File: src/rtl/ni_defines.sv
// Shared flit encodings, header field offsets and NI FSM states.
// Used by the transmit packetizer and its output register.
package ni_defines;

  localparam logic [2:0] FLIT_HEADER = 3'b001;
  localparam logic [2:0] FLIT_BODY   = 3'b010;
  localparam logic [2:0] FLIT_TAIL   = 3'b100;

  localparam int FLIT_ID_LSB = 29;
  localparam int LEN_LSB     = 17;
  localparam int DST_LSB     = 13;
  localparam int SRC_LSB     = 9;

  typedef enum logic [1:0] {
    NI_IDLE    = 2'd0,
    NI_PAYLOAD = 2'd1,
    NI_DRAIN   = 2'd2
  } ni_state_t;

  function automatic logic [31:0] make_header(
    input logic [11:0] len,
    input logic [3:0]  dst,
    input logic [3:0]  src,
    input logic [8:0]  seq
  );
    logic [31:0] h;
    h = '0;
    h[FLIT_ID_LSB +: 3] = FLIT_HEADER;
    h[LEN_LSB +: 12]    = len + 12'd1;
    h[DST_LSB +: 4]     = dst;
    h[SRC_LSB +: 4]     = src;
    h[8:0]              = seq;
    return h;
  endfunction

endpackage

File: src/rtl/ni_out_reg.sv
// Valid/ready output register: loads when empty or draining,
// holds data and valid while the sink stalls.
module ni_out_reg #(
  parameter int WIDTH = 32
) (
  input  logic             clk,
  input  logic             rst,
  input  logic             ld,
  input  logic [WIDTH-1:0] din,
  input  logic             ready_in,
  output logic [WIDTH-1:0] data_out,
  output logic             valid_out,
  output logic             ld_ok
);

  assign ld_ok = !valid_out || ready_in;

  always_ff @(posedge clk or negedge rst) begin
    if (!rst) begin
      data_out  <= '0;
      valid_out <= 1'b0;
    end else if (ld) begin
      data_out  <= din;
      valid_out <= 1'b1;
    end else if (ready_in) begin
      valid_out <= 1'b0;
    end
  end

endmodule

File: src/rtl/ni_packetizer.sv
// NI transmit side: message request + payload words -> header/body/tail flits.
// Define NI_PKT_SEQ_EN to stamp a 9-bit message sequence into header [8:0].
module ni_packetizer
  import ni_defines::*;
#(
  parameter int DATA_WIDTH = 32,
  parameter int PL_WIDTH   = 29,
  parameter int MAX_LEN    = 4094
) (
  input  logic                  clk,
  input  logic                  rst,
  input  logic [3:0]            cur_addr,
  input  logic                  msg_valid,
  output logic                  msg_ready,
  input  logic [3:0]            msg_dst,
  input  logic [11:0]           msg_len,
  input  logic                  pl_valid,
  output logic                  pl_ready,
  input  logic [PL_WIDTH-1:0]   pl_data,
  output logic [DATA_WIDTH-1:0] data_out,
  output logic                  valid_out,
  input  logic                  ready_in,
  output logic                  busy,
  output logic                  len_err
);

  ni_state_t state, state_nx;
  logic [11:0] cnt;
  logic [8:0]  hdr_seq;
  logic        live;
  logic        ld_ok;
  logic        ld;
  logic [DATA_WIDTH-1:0] din;
  logic        len_ok;
  logic        msg_fire;
  logic        pl_fire;
  logic        accept;
  logic        reject;
  logic        last;

  assign len_ok   = (msg_len != 12'd0) && (msg_len <= 12'(MAX_LEN));
  assign msg_fire = msg_valid && msg_ready;
  assign pl_fire  = pl_valid && pl_ready;
  assign accept   = msg_fire && len_ok;
  assign reject   = msg_fire && !len_ok;
  assign last     = (cnt == 12'd1);
  assign busy     = (state != NI_IDLE);

`ifdef NI_PKT_SEQ_EN
  logic [8:0] seq;

  always_ff @(posedge clk or negedge rst) begin
    if (!rst) begin
      seq <= '0;
    end else if (accept) begin
      seq <= seq + 9'd1;
    end
  end

  assign hdr_seq = seq;
`else
  assign hdr_seq = 9'd0;
`endif

  // live holds msg_ready low for the first cycle out of reset
  always_ff @(posedge clk or negedge rst) begin
    if (!rst) begin
      state   <= NI_IDLE;
      cnt     <= '0;
      live    <= 1'b0;
      len_err <= 1'b0;
    end else begin
      state   <= state_nx;
      live    <= 1'b1;
      len_err <= reject;
      if (accept) begin
        cnt <= msg_len;
      end else if (pl_fire) begin
        cnt <= cnt - 12'd1;
      end
    end
  end

  always_comb begin
    state_nx = state;
    unique case (state)
      NI_IDLE:    if (accept) state_nx = NI_PAYLOAD;
      NI_PAYLOAD: if (pl_fire && last) state_nx = NI_DRAIN;
      NI_DRAIN:   if (valid_out && ready_in) state_nx = NI_IDLE;
      default:    state_nx = NI_IDLE;
    endcase
  end

  always_comb begin
    msg_ready = 1'b0;
    pl_ready  = 1'b0;
    ld        = 1'b0;
    din       = '0;
    unique case (state)
      NI_IDLE: begin
        msg_ready = ld_ok && live;
        ld        = accept;
        din       = make_header(msg_len, msg_dst, cur_addr, hdr_seq);
      end
      NI_PAYLOAD: begin
        pl_ready = ld_ok;
        ld       = pl_fire;
        din      = {(last ? FLIT_TAIL : FLIT_BODY), pl_data};
      end
      default: begin
        msg_ready = 1'b0;
      end
    endcase
  end

  ni_out_reg #(
    .WIDTH(DATA_WIDTH)
  ) u_out (
    .clk      (clk),
    .rst      (rst),
    .ld       (ld),
    .din      (din),
    .ready_in (ready_in),
    .data_out (data_out),
    .valid_out(valid_out),
    .ld_ok    (ld_ok)
  );

endmodule

File: config.mk
export PLATFORM = sky130hd
export DESIGN_NAME = ni_packetizer
export DESIGN_NICKNAME = d
export VERILOG_FILES = /design/src/rtl/ni_defines.sv /design/src/rtl/ni_out_reg.sv /design/src/rtl/ni_packetizer.sv
export SDC_FILE = /design/constraint.sdc
export NUM_CORES = 1
export LEC_CHECK = 0
export ABC_AREA = 1
export CORE_MARGIN = 4
export CORE_UTILIZATION = 48
export DETAILED_ROUTE_END_ITERATION = 6
export GPL_ROUTABILITY_DRIVEN = 0
export HOLD_SLACK_MARGIN = 0.05
export PLACE_DENSITY = 0.91
export SYNTH_ARGS = -nofsm -noshare
export SYNTH_HDL_FRONTEND = slang
export SYNTH_HIERARCHICAL = 1
export SYNTH_SLANG_ARGS = --single-unit
File: constraint.sdc
create_clock -name clk -period 2.3 [get_ports clk]
set_input_delay 0.575 -clock clk [delete_from_list [all_inputs] [get_ports clk]]
set_output_delay 0.575 -clock clk [all_outputs]
set_load 0.01 [all_outputs]
==> flow_summary.yaml <==
finish:
  drive_gt1_share_pct: 14.2
  nets: 587
  fin_util_pct: 71.2
  instances_no_fill: 604
  syn_to_final_growth_pct: 41.5
  n_antenna_cell: 0
  fillers: 472
cts:
  post-cts-setup-buffers: 0
  hold_buffers: 0
  tritoncts: "done"
  numCtsBuffers: 5
  cts.clk_slew.worst_paths_ps: 90
  clkLatencyLatePin_ps: 300
  h-tree-depth: 2
  clock_sinks: 49
  cts_root_buf: "clkbuf_8"
  clk_path_buf_depth: 2
floorplanning:
  core_area_mm2: 0.00603
  rows: 28
  die_y_um: 87.5
  ios: 91
  die_x_um: 87.5
  initial_core_util_pct: 50.3
  die_area_mm2: 0.00765
route:
  vias_per_cell: 5.08
  antenna_left: 0
  drcViolationCount: 0
  routed_wl_mm: 8.32
  wire_per_inst_um: 13.8
  drt_pass1_iterations: 4
  drt-initial-drc-count: 154
  vias: 3066
setup_path:
  r2r_slack_ps: 630
  endpoint_kind: "output pin"
  crit_type: "in2out"
  worst_ep_required_time_ps: 1730
  start_kind: "input port"
  cp_max_fo: 3
  arrival_ps: 1620
sta:
  final-setup-viol-count: 0
  finalHoldViolCount: 0
  post-route-period-util_pct: 95.5
  rsz0062_at_grt: "false"
  finalClockSkew_ps: 7.31
  hold-worst-slack_ps: 182
  setup_ws_ps: 102
  maxSlewViolCount: 0
  min_period_ps: 2200
  max_freq_ghz: 0.455
yosys:
  synth_warnings: 6
  syn_nets: 471
  synthCells: 412
  netlist_area_mm2: 0.00303
  ys_types: 34
  yosysSeqAreaShare_pct: 40.4
  postSynthAreaPerCell_um2: 7.36
  ys_ff_latch: 49
power:
  internal_power_mw: 2.63
  p_sw_share_pct: 38.4
  pwr-share-seq_pct: 35.4
  comb_power_share_pct: 49.4
  powerDensity_mw_per_mm2: 995
  finalPower_mw: 4.27
  p_switching_mw: 1.64
  power.leakage_nw: 2.18
  ir_drop_uv: 532
  clockPowerShare_pct: 15.2
min_path:
  hold_path.class: "in2async"
global_routing:
  first_global_vias: 3289
  grt_max_degree: 34
  grt_pass1_wl_mm: 14.1
  grt-ovfl-total: 0
  track_usage_pct: 22.7
  antenna_found_initial: 0
placement:
  port_buffers: 90
  pre_cts_ws_ps: -241
  dp_cells: 596
  dp_hpwl_mm: 6.45
run:
  maxCapViolations: 0
run_status:
  status: "finished clean"
-- cell families after synthesis --
group	Yosys count	synth area share, %
other cells	1	0.124
compound gates	37	7.84
xor+xnor	4	1.16
buf+inv	56	9.74
flops	49	40.4
simple gates	260	38.7
fa+ha+maj	5	2.06
-- power groups by stage --
stage / combinational, mW / clock, mW / sequential, mW
finish: 2.11 / 0.648 / 1.51
global route: 2.36 / 0.701 / 1.56
CTS: 2.12 / 0.667 / 1.51
detailed placement: 2.12 / 0 / 1.52
global placement: 2.04 / 0 / 1.50
floorplan: 1.04 / 0 / 1.61
-- timing repair --
action                     in CTS  in global routing
resized for setup               2                  3
setup endpoints to repair       2                  2
cloned                          0                  0
-- path summary, 6_finish.rpt --
| path | to | start | cells after the start |
|---|---|---|---|
| max in group asynchronous | u_out/data_out[0] | rst | 2 |
| hold reg to reg | u_out/data_out[31] | u_out/data_out[31] | 2 |
| setup reg to reg | u_out/data_out[5] | u_out/valid_out | 10 |
| setup / recovery | pl_ready | ready_in | 6 |
| min in group clk | u_out/data_out[31] | u_out/data_out[31] | 2 |
| hold / removal | u_out/data_out[25] | rst | 1 |
-- layout by cell type, fill, tap and decap left out, types with 6 or more instances in the layout --
cell type / count
a22o_1: 9
clkbuf_8: 6
nor2_1: 38
buf_4: 29
nand4_1: 11
nand3_2: 12
inv_1: 40
nand2_2: 10
clkdlybuf4s50_1: 87
nand2_1: 164
nand3_1: 13
dfrtp_1: 49
o21ai_0: 18
-- layer usage --
layer  part of all wire [%]  global-route usage (%)  up-vias
li1                       -                       -     1528
met1                     42                    28.5     1398
met2                     50                    39.7      128
met3                    7.0                    3.69       12
met4                   0.96                    7.39        0
met5                      0                       0        -
-- critical path, cell delays in order --
cell	delay (ps)
clkdlybuf4s50_1	490
inv_1	60
nand2_1	100
inv_1	50
nor2_1	80
dlygate4sd2_1	260
-- area by class of cell --
| type | instances | area, um^2 | share of cell area [%] |
|---|---|---|---|
| Clock buffer | 6 | 82.6 | 1.92 |
| Clock inverter | 2 | 37.5 | 0.875 |
| Inverter | 43 | 173 | 4.02 |
| Multi-Input combinational cell | 307 | 1510 | 35.2 |
| Sequential cell | 49 | 1230 | 28.6 |
| Tap cell | 75 | 93.8 | 2.19 |
| Timing Repair Buffer | 122 | 1170 | 27.2 |
-- registers in the layout (all words and copies together) (netlist names) --
name             cells
cnt                 12
len_err              1
live                 1
state                2
u_out/data_out      32
u_out/valid_out      1
-- per-stage QoR --
stage          TNS, ps  cell area, um^2
2_1_floorplan        0             3030
3_3_place_gp      -964             4170
3_5_place_dp     -2750             4170
4_1_cts              0             4290
5_1_grt              0             4290
6_report             0             4290
-- cell usage after synthesis (all sizes together) --
master	n	share of area, %
o21bai	2	0.49
or2	2	0.41
a31o	1	0.29
nor3	5	1.2
a21boi	1	0.25
dfrtp	49	40
conb	1	0.12
o21ai	20	3.5
nor2	39	5.1
nand4	11	2.3
xor2	3	0.87
a22o	9	2.6
nor4	2	0.41
nand3b	1	0.25
clkinv	1	0.12
xnor2	1	0.29
clkbuf	7	1.9
buf	6	2.3
nand2	174	22
ha	5	2.1
inv	42	5.4
a21oi	4	0.66
nand3	26	6.7
Note: power is estimated with default switching activity, not from simulation.
